--- config.mk ---
export PLATFORM = sky130hd
export DESIGN_NAME = fp_div_iter
export DESIGN_NICKNAME = d
export VERILOG_FILES = /design/src/rtl/fp_div_pkg.sv /design/src/rtl/fp_div_round_pack.sv /design/src/rtl/fp_div_iter.sv
export SDC_FILE = /design/constraint.sdc
export NUM_CORES = 1
export LEC_CHECK = 0
export CAP_MARGIN = 20
export CELL_PAD_IN_SITES_DETAIL_PLACEMENT = 2
export CELL_PAD_IN_SITES_GLOBAL_PLACEMENT = 2
export CORE_MARGIN = 4
export CORE_UTILIZATION = 33
export DETAILED_ROUTE_END_ITERATION = 6
export PLACE_DENSITY = 0.89
export REMOVE_ABC_BUFFERS = 1
export SYNTH_ARGS = -nofsm -noshare
export SYNTH_HDL_FRONTEND = slang
export SYNTH_SLANG_ARGS = --single-unit
--- constraint.sdc ---
create_clock -name clk -period 14.1 [get_ports clk]
set_input_delay 2.82 -clock clk [delete_from_list [all_inputs] [get_ports clk]]
set_output_delay 2.82 -clock clk [all_outputs]
set_load 0.005 [all_outputs]
--- src/rtl/fp_div_pkg.sv ---
// Shared definitions for the iterative floating-point divider: FSM state
// encoding, flag bit positions and helpers that build width-generic
// IEEE-754 constants (bias, infinity and quiet-NaN bit patterns).
package fp_div_pkg;

   localparam logic [2:0] ST_IDLE   = 3'd0;
   localparam logic [2:0] ST_UNPACK = 3'd1;
   localparam logic [2:0] ST_DIVIDE = 3'd2;
   localparam logic [2:0] ST_ROUND  = 3'd3;
   localparam logic [2:0] ST_DONE   = 3'd4;

   localparam int FLG_INV = 3;
   localparam int FLG_DZ  = 2;
   localparam int FLG_OF  = 1;
   localparam int FLG_UF  = 0;

   // Widest word the constructor functions can describe; callers slice down.
   localparam int MAX_W = 128;

   // Total IEEE word width for a given exponent/fraction split.
   function automatic int wordWidth(input int expW, input int manW);
      return 1 + expW + manW;
   endfunction

   // Exponent bias, 2^(expW-1)-1.
   function automatic int expBias(input int expW);
      return (1 << (expW - 1)) - 1;
   endfunction

   // Unsigned infinity pattern: exponent all ones, fraction zero.
   function automatic logic [MAX_W-1:0] infMag(input int expW, input int manW);
      logic [MAX_W-1:0] one;
      one = {{(MAX_W-1){1'b0}}, 1'b1};
      return ((one << expW) - one) << manW;
   endfunction

   // Canonical quiet NaN: exponent all ones, only the fraction MSB set.
   function automatic logic [MAX_W-1:0] qnanMag(input int expW, input int manW);
      logic [MAX_W-1:0] one;
      one = {{(MAX_W-1){1'b0}}, 1'b1};
      return infMag(expW, manW) | (one << (manW - 1));
   endfunction

endpackage

--- src/rtl/fp_div_round_pack.sv ---
// Combinational back end of the divider: takes the raw quotient bits,
// the biased exponent estimate and the remainder-nonzero indication,
// normalises by at most one position, rounds to nearest-even and packs
// the IEEE word, clamping to infinity or flushing to zero when out of range.
module fp_div_round_pack
   import fp_div_pkg::*;
#(
   parameter int EXP_W = 11,
   parameter int MAN_W = 52
)
(
   input  logic                      sign_i,
   input  logic signed [EXP_W+1:0]   exp_i,
   input  logic [MAN_W+2:0]          quo_i,
   input  logic                      remNz_i,
   output logic [EXP_W+MAN_W:0]      word_o,
   output logic                      overflow_o,
   output logic                      underflow_o
);

   localparam int EW = EXP_W + 2;
   localparam logic [MAX_W-1:0] INF_WIDE = infMag(EXP_W, MAN_W);
   localparam logic [EXP_W+MAN_W-1:0] INF_MAG = INF_WIDE[EXP_W+MAN_W-1:0];
   localparam logic signed [EW-1:0] ONE_E   = EW'(1);
   localparam logic signed [EW-1:0] ZERO_E  = EW'(0);
   localparam logic signed [EW-1:0] EXP_MAX = EW'((1 << EXP_W) - 1);

   logic [MAN_W:0]          mant;
   logic                    guard;
   logic                    sticky;
   logic signed [EW-1:0]    eNorm;
   logic signed [EW-1:0]    eFin;
   logic                    roundUp;
   logic [MAN_W+1:0]        mantSum;
   logic [MAN_W-1:0]        fracFin;

   // Normalise (quotient lies in (1/2, 2)), round to nearest-even, then
   // range-check the final exponent and assemble the packed result.
   always_comb begin
      if (quo_i[MAN_W+2]) begin
         mant   = quo_i[MAN_W+2:2];
         guard  = quo_i[1];
         sticky = quo_i[0] | remNz_i;
         eNorm  = exp_i;
      end else begin
         mant   = quo_i[MAN_W+1:1];
         guard  = quo_i[0];
         sticky = remNz_i;
         eNorm  = exp_i - ONE_E;
      end

      roundUp = guard & (sticky | mant[0]);
      mantSum = {1'b0, mant} + {{(MAN_W+1){1'b0}}, roundUp};

      // A carry out only happens from an all-ones mantissa, so the
      // renormalised value is 1.000... and the dropped LSB is zero.
      if (mantSum[MAN_W+1]) begin
         fracFin = mantSum[MAN_W:1];
         eFin    = eNorm + ONE_E;
      end else begin
         fracFin = mantSum[MAN_W-1:0];
         eFin    = eNorm;
      end

      overflow_o  = (eFin >= EXP_MAX);
      underflow_o = !overflow_o && (eFin <= ZERO_E);

      if (overflow_o) begin
         word_o = {sign_i, INF_MAG};
      end else if (underflow_o) begin
         word_o = {sign_i, {(EXP_W+MAN_W){1'b0}}};
      end else begin
         word_o = {sign_i, eFin[EXP_W-1:0], fracFin};
      end
   end

endmodule

--- src/rtl/fp_div_iter.sv ---
// Sequential IEEE-754 divider, generic in exponent/fraction width.
// Operands are captured on a valid/ready handshake, special operands are
// resolved in one cycle, and finite operands go through a radix-2
// restoring division producing one quotient bit per clock before a
// single rounding/packing cycle. Results are held under back-pressure.
module fp_div_iter
   import fp_div_pkg::*;
#(
   parameter int EXP_W = 11,
   parameter int MAN_W = 52
)
(
   input  logic                  clk,
   input  logic                  rset,
   input  logic                  in_valid,
   output logic                  in_ready,
   input  logic [EXP_W+MAN_W:0]  dividend,
   input  logic [EXP_W+MAN_W:0]  divisor,
   output logic                  out_valid,
   input  logic                  out_ready,
   output logic [EXP_W+MAN_W:0]  quotient,
   output logic [3:0]            flags
);

   localparam int W     = wordWidth(EXP_W, MAN_W);
   localparam int EW    = EXP_W + 2;
   localparam int CNT_W = $clog2(MAN_W + 3);

   localparam logic [MAX_W-1:0] INF_WIDE  = infMag(EXP_W, MAN_W);
   localparam logic [MAX_W-1:0] QNAN_WIDE = qnanMag(EXP_W, MAN_W);
   localparam logic [W-1:0]     QNAN_WORD = {1'b0, QNAN_WIDE[W-2:0]};
   localparam logic [W-2:0]     INF_MAG   = INF_WIDE[W-2:0];
   localparam logic [W-2:0]     ZERO_MAG  = '0;
   localparam logic [EW-1:0]    BIAS_E    = EW'(expBias(EXP_W));
   localparam logic [EXP_W-1:0] EXP_ONES  = '1;
   localparam logic [CNT_W-1:0] LAST_ITER = CNT_W'(MAN_W + 2);

   logic [2:0]         state_q,    state_d;
   logic [W-1:0]       opA_q,      opA_d;
   logic [W-1:0]       opB_q,      opB_d;
   logic               sign_q,     sign_d;
   logic [EW-1:0]      exp_q,      exp_d;
   logic [MAN_W:0]     mb_q,       mb_d;
   logic [MAN_W+1:0]   rem_q,      rem_d;
   logic [MAN_W+2:0]   quo_q,      quo_d;
   logic [CNT_W-1:0]   cnt_q,      cnt_d;
   logic [W-1:0]       result_q,   result_d;
   logic [3:0]         flags_q,    flags_d;
   logic               outValid_q, outValid_d;

   logic               signA, signB;
   logic [EXP_W-1:0]   expA, expB;
   logic [MAN_W-1:0]   fracA, fracB;
   logic               aZero, bZero, aInf, bInf, aNan, bNan;
   logic               signQ;

   logic [MAN_W+1:0]   mbExt;
   logic               remGeq;
   logic [MAN_W+1:0]   remSub;
   logic [MAN_W+1:0]   remSel;

   logic               remNz;
   logic [W-1:0]       rpWord;
   logic               rpOvf;
   logic               rpUnf;

   assign {signA, expA, fracA} = opA_q;
   assign {signB, expB, fracB} = opB_q;

   // Subnormal operands count as zero, so a zero exponent alone means zero.
   assign aZero = (expA == '0);
   assign bZero = (expB == '0);
   assign aInf  = (expA == EXP_ONES) && (fracA == '0);
   assign bInf  = (expB == EXP_ONES) && (fracB == '0);
   assign aNan  = (expA == EXP_ONES) && (fracA != '0);
   assign bNan  = (expB == EXP_ONES) && (fracB != '0);
   assign signQ = signA ^ signB;

   assign mbExt  = {1'b0, mb_q};
   assign remGeq = (rem_q >= mbExt);
   assign remSub = rem_q - mbExt;
   assign remSel = remGeq ? remSub : rem_q;
   assign remNz  = (rem_q != '0);

   assign in_ready  = (state_q == ST_IDLE) && !rset;
   assign out_valid = outValid_q;
   assign quotient  = result_q;
   assign flags     = flags_q;

   fp_div_round_pack #(
      .EXP_W (EXP_W),
      .MAN_W (MAN_W)
   ) uRoundPack (
      .sign_i      (sign_q),
      .exp_i       (exp_q),
      .quo_i       (quo_q),
      .remNz_i     (remNz),
      .word_o      (rpWord),
      .overflow_o  (rpOvf),
      .underflow_o (rpUnf)
   );

   // Next-state logic: handshake capture, special-case resolution, one
   // restoring-division step per DIVIDE cycle, and result hand-off.
   always_comb begin
      state_d    = state_q;
      opA_d      = opA_q;
      opB_d      = opB_q;
      sign_d     = sign_q;
      exp_d      = exp_q;
      mb_d       = mb_q;
      rem_d      = rem_q;
      quo_d      = quo_q;
      cnt_d      = cnt_q;
      result_d   = result_q;
      flags_d    = flags_q;
      outValid_d = outValid_q;

      case (state_q)
         ST_IDLE: begin
            if (in_valid) begin
               opA_d   = dividend;
               opB_d   = divisor;
               flags_d = '0;
               state_d = ST_UNPACK;
            end
         end

         ST_UNPACK: begin
            sign_d     = signQ;
            outValid_d = 1'b1;
            state_d    = ST_DONE;
            if (aNan || bNan) begin
               result_d = QNAN_WORD;
            end else if ((aZero && bZero) || (aInf && bInf)) begin
               result_d         = QNAN_WORD;
               flags_d[FLG_INV] = 1'b1;
            end else if (aInf) begin
               result_d = {signQ, INF_MAG};
            end else if (bZero) begin
               result_d        = {signQ, INF_MAG};
               flags_d[FLG_DZ] = 1'b1;
            end else if (bInf || aZero) begin
               result_d = {signQ, ZERO_MAG};
            end else begin
               outValid_d = 1'b0;
               state_d    = ST_DIVIDE;
               exp_d      = {2'b00, expA} - {2'b00, expB} + BIAS_E;
               mb_d       = {1'b1, fracB};
               rem_d      = {1'b0, 1'b1, fracA};
               quo_d      = '0;
               cnt_d      = '0;
            end
         end

         ST_DIVIDE: begin
            rem_d = remSel << 1;
            quo_d = {quo_q[MAN_W+1:0], remGeq};
            cnt_d = cnt_q + 1'b1;
            if (cnt_q == LAST_ITER) begin
               state_d = ST_ROUND;
            end
         end

         ST_ROUND: begin
            result_d        = rpWord;
            flags_d[FLG_OF] = rpOvf;
            flags_d[FLG_UF] = rpUnf;
            outValid_d      = 1'b1;
            state_d         = ST_DONE;
         end

         ST_DONE: begin
            if (out_ready) begin
               outValid_d = 1'b0;
               state_d    = ST_IDLE;
            end
         end

         default: begin
            state_d    = ST_IDLE;
            outValid_d = 1'b0;
         end
      endcase
   end

   // State and datapath registers; reset abandons any operation in flight.
   always_ff @(posedge clk or posedge rset) begin
      if (rset) begin
         state_q    <= ST_IDLE;
         opA_q      <= '0;
         opB_q      <= '0;
         sign_q     <= 1'b0;
         exp_q      <= '0;
         mb_q       <= '0;
         rem_q      <= '0;
         quo_q      <= '0;
         cnt_q      <= '0;
         result_q   <= '0;
         flags_q    <= '0;
         outValid_q <= 1'b0;
      end else begin
         state_q    <= state_d;
         opA_q      <= opA_d;
         opB_q      <= opB_d;
         sign_q     <= sign_d;
         exp_q      <= exp_d;
         mb_q       <= mb_d;
         rem_q      <= rem_d;
         quo_q      <= quo_d;
         cnt_q      <= cnt_d;
         result_q   <= result_d;
         flags_q    <= flags_d;
         outValid_q <= outValid_d;
      end
   end

endmodule

==> flow_summary.json <==
{
  "die_h_um": 269,
  "cts-htree-levels": 2,
  "p_int_w": 0.00348,
  "end_kind": "primary output",
  "synth_area_leader_cell": "dfrtp_1",
  "grt_pass1_vias": 22600,
  "clk_latency_ps": 590,
  "drc": 0,
  "vdd_ir_drop_max_mv": 0.125,
  "post-dp-hpwl_um": 59100,
  "wirelength_um": 83000,
  "ant_nets": 0,
  "ys_seq_elements": 382,
  "clock_skew_ps": 21.0,
  "p_sw_share_pct": 47.8,
  "synth_cell_types": 86,
  "tns_ps": 0,
  "nFillCells": 7371,
  "power_density_nw_per_um2": 251,
  "cts_num_sinks": 382,
  "dr.first_iter.drc_count": 1271,
  "report.final.slew_viol_count": 0,
  "worstMarginPinSlew_ps": 1110,
  "synthCells": 2570,
  "drive_gt1_share_pct": 5.17,
  "path_max_fanout": 2,
  "rrSetupSlack_ps": 8290,
  "viasPerCell": 5.67,
  "period_minus_slack_ps": 6990,
  "clk_pin_slew_ps": 60,
  "io_buffers": 201,
  "ios": 202,
  "clockBufferDepth": 3,
  "critPathRequiredTime_ps": 11280,
  "synth-edff-count": 0,
  "area_growth_pct": 18.3,
  "outcome": "finished clean",
  "firstDrtPassIters": 5,
  "p_clk_share_pct": 18.0,
  "start_util_pct": 33.3,
  "start_kind": "primary input",
  "post_cts_buffers": 0,
  "cts_tree": "done",
  "post-synth-top-count-cell": "nand2_1",
  "vias": 20300,
  "grt_pass1_wl_um": 130000,
  "critPathKind": "in2out",
  "min_path_type": "reg2reg",
  "period_share_pct": 49.6,
  "p_leak_nw": 11.5,
  "dpl.cell_count": 3494,
  "fmax_mhz": 143,
  "synth_common_cells": "nand2_1, dfrtp_1, o21ai_0",
  "row_count": 95,
  "core-area_um2": 67300,
  "wl_per_cell_um": 23.2,
  "numCtsBuffers": 46,
  "setup_viol": 0,
  "p_comb_share_pct": 53.4,
  "grt_use_total_pct": 22.5,
  "synth-main-ff-cell": "dfrtp_1",
  "final_nets": 2874,
  "avgSynthCellArea_um2": 8.73,
  "dieWidth_um": 269,
  "synth.top_cell.area_share_pct": 42.6,
  "pwr-share-seq_pct": 28.6,
  "worstPathArrival_ps": 4170,
  "dieArea_um2": 72200,
  "antenna_found_initial": 2,
  "slew_headroom_pct": 25.6,
  "power.switching_w": 0.00319,
  "overflow": 0,
  "cap_violations": 0,
  "clockRootBuffer": "clkbuf_16",
  "yosysSeqAreaShare_pct": 42.6,
  "gp_congestion": 0.900,
  "rsz0062_at_grt": "false",
  "ys.warnings.count": 0,
  "syn-cell-area_um2": 22400,
  "hold_viol_final": 0,
  "postCtsHoldBufs": 0,
  "grt_max_degree": 97,
  "cts-resized-gates": 0,
  "instances_no_fill": 3581,
  "async_flop_share_pct": 100,
  "synth_top_cells_by_area": "dfrtp_1, nand2_1, o21ai_0"
}
-- power by group through the flow --
stage	clock [W]	combinational (W)	sequential, W
after floorplan	0	0.00247	0.00174
final	0.00120	0.00356	0.00191
after detailed placement	0	0.00350	0.00191
after CTS	0.00123	0.00356	0.00190
after global routing	0.00128	0.00396	0.00196
after global placement	0	0.00330	0.00188
-- logic make-up (layout without fill, tap and decap cells) --
group / count (synthesis) / count (layout) / share of synthesized area, %
AOI/OAI and AO/OA: 584 / 584 / 18.1
xor gates and xnor gates: 155 / 155 / 6.09
adders and majority gates: 72 / 72 / 4.08
buffers and inverters: 268 / 404 / 4.83
DFF: 382 / 382 / 42.6
muxes: 70 / 70 / 3.20
other: 0 / 2 / 0
and+or+nand+nor: 1039 / 1039 / 21.1
-- state kept, by name, indices dropped and copies added (netlist names), 6 cells and up --
signal / cells
cnt_q: 6
exp_q: 13
mb_q: 53
opA_q: 64
opB_q: 64
quo_q: 55
quotient: 64
rem_q: 54
-- per-layer routing --
layer	wire (um)	share of wire (%)	up-vias	GRT usage [%]
met5	0	0	-	0
met4	2990	3.6	0	8.41
met3	3290	4.0	151	2.76
met2	42000	51	460	40.1
met1	34800	42	10400	27.9
li1	-	-	9258	-
-- placed cells by master, fill, tap and decap left out, types with 8 or more instances in the layout --
cell	Yosys	final
buf_4	0	15
a21oi_1	74	74
nand4_1	47	47
dfrtp_1	382	381
nor2b_1	13	13
a21boi_0	10	9
and3_1	11	11
xor2_1	68	68
o21a_1	10	10
a211oi_1	11	11
o31ai_1	8	8
a31oi_1	8	8
nor4_1	58	58
nor2_1	110	110
clkinv_2	0	13
nand3_1	64	64
a22oi_1	43	43
o21bai_1	16	16
inv_1	102	101
and2_1	15	13
a22o_1	59	59
o21ai_0	176	175
nand2b_1	16	16
nand2_1	608	607
clkbuf_1	125	10
a21o_1	38	37
mux2_2	12	12
clkdlybuf4s50_1	0	201
a32o_1	42	42
ha_1	70	70
nor3_1	31	30
clkbuf_16	0	47
o211ai_1	13	13
mux2i_1	56	56
or2_2	10	10
xnor2_1	86	86
or3_1	20	19
-- stage by stage --
step	hold slack, ps	area [um2]	total power (W)	setup slack, ps	util (%)
floorplan	418	21700	0.00421	666	-
global placement	438	25000	0.00518	7140	37.2
detailed placement	473	25000	0.00542	7060	37.2
CTS	486	26500	0.00670	7110	39.4
global route	508	26500	0.00719	7060	39.4
finish	474	26500	0.00667	7110	39.4
-- critical path: stages --
cell and delay, ps:
clkdlybuf4s50_1 540, nor4_1 210, clkdlybuf4s50_1 590
-- worst paths after layout --
| kind | cells after the start | to | from |
|---|---|---|---|
| max in group asynchronous | 4 | mb_q[41]$_DFFE_PP0P_ | rset |
| min in group asynchronous | 2 | flags[2]$_DFFE_PP0P_ | rset |
| setup reg to reg | 11 | quotient[4]$_DFFE_PP0P_ | quo_q[54]$_DFFE_PP0P_ |
| setup / recovery | 3 | in_ready | rset |
| hold reg to reg | 2 | mb_q[52]$_DFFE_PP0P_ | mb_q[52]$_DFFE_PP0P_ |
| hold / removal | 2 | mb_q[52]$_DFFE_PP0P_ | mb_q[52]$_DFFE_PP0P_ |
-- final cells by class --
cell class / instances / area [um2] / area share [%]
inverters: 103 / 394 / 1.49
clock buffers: 62 / 1280 / 4.83
diodes: 2 / 5.00 / 0.0189
well taps: 873 / 1090 / 4.12
clock inverters: 22 / 206 / 0.778
multi-input cells: 1920 / 11800 / 44.6
repair buffers: 217 / 2150 / 8.11
flip-flops and latches: 382 / 9560 / 36.0
(Power assumes the default switching activity.)
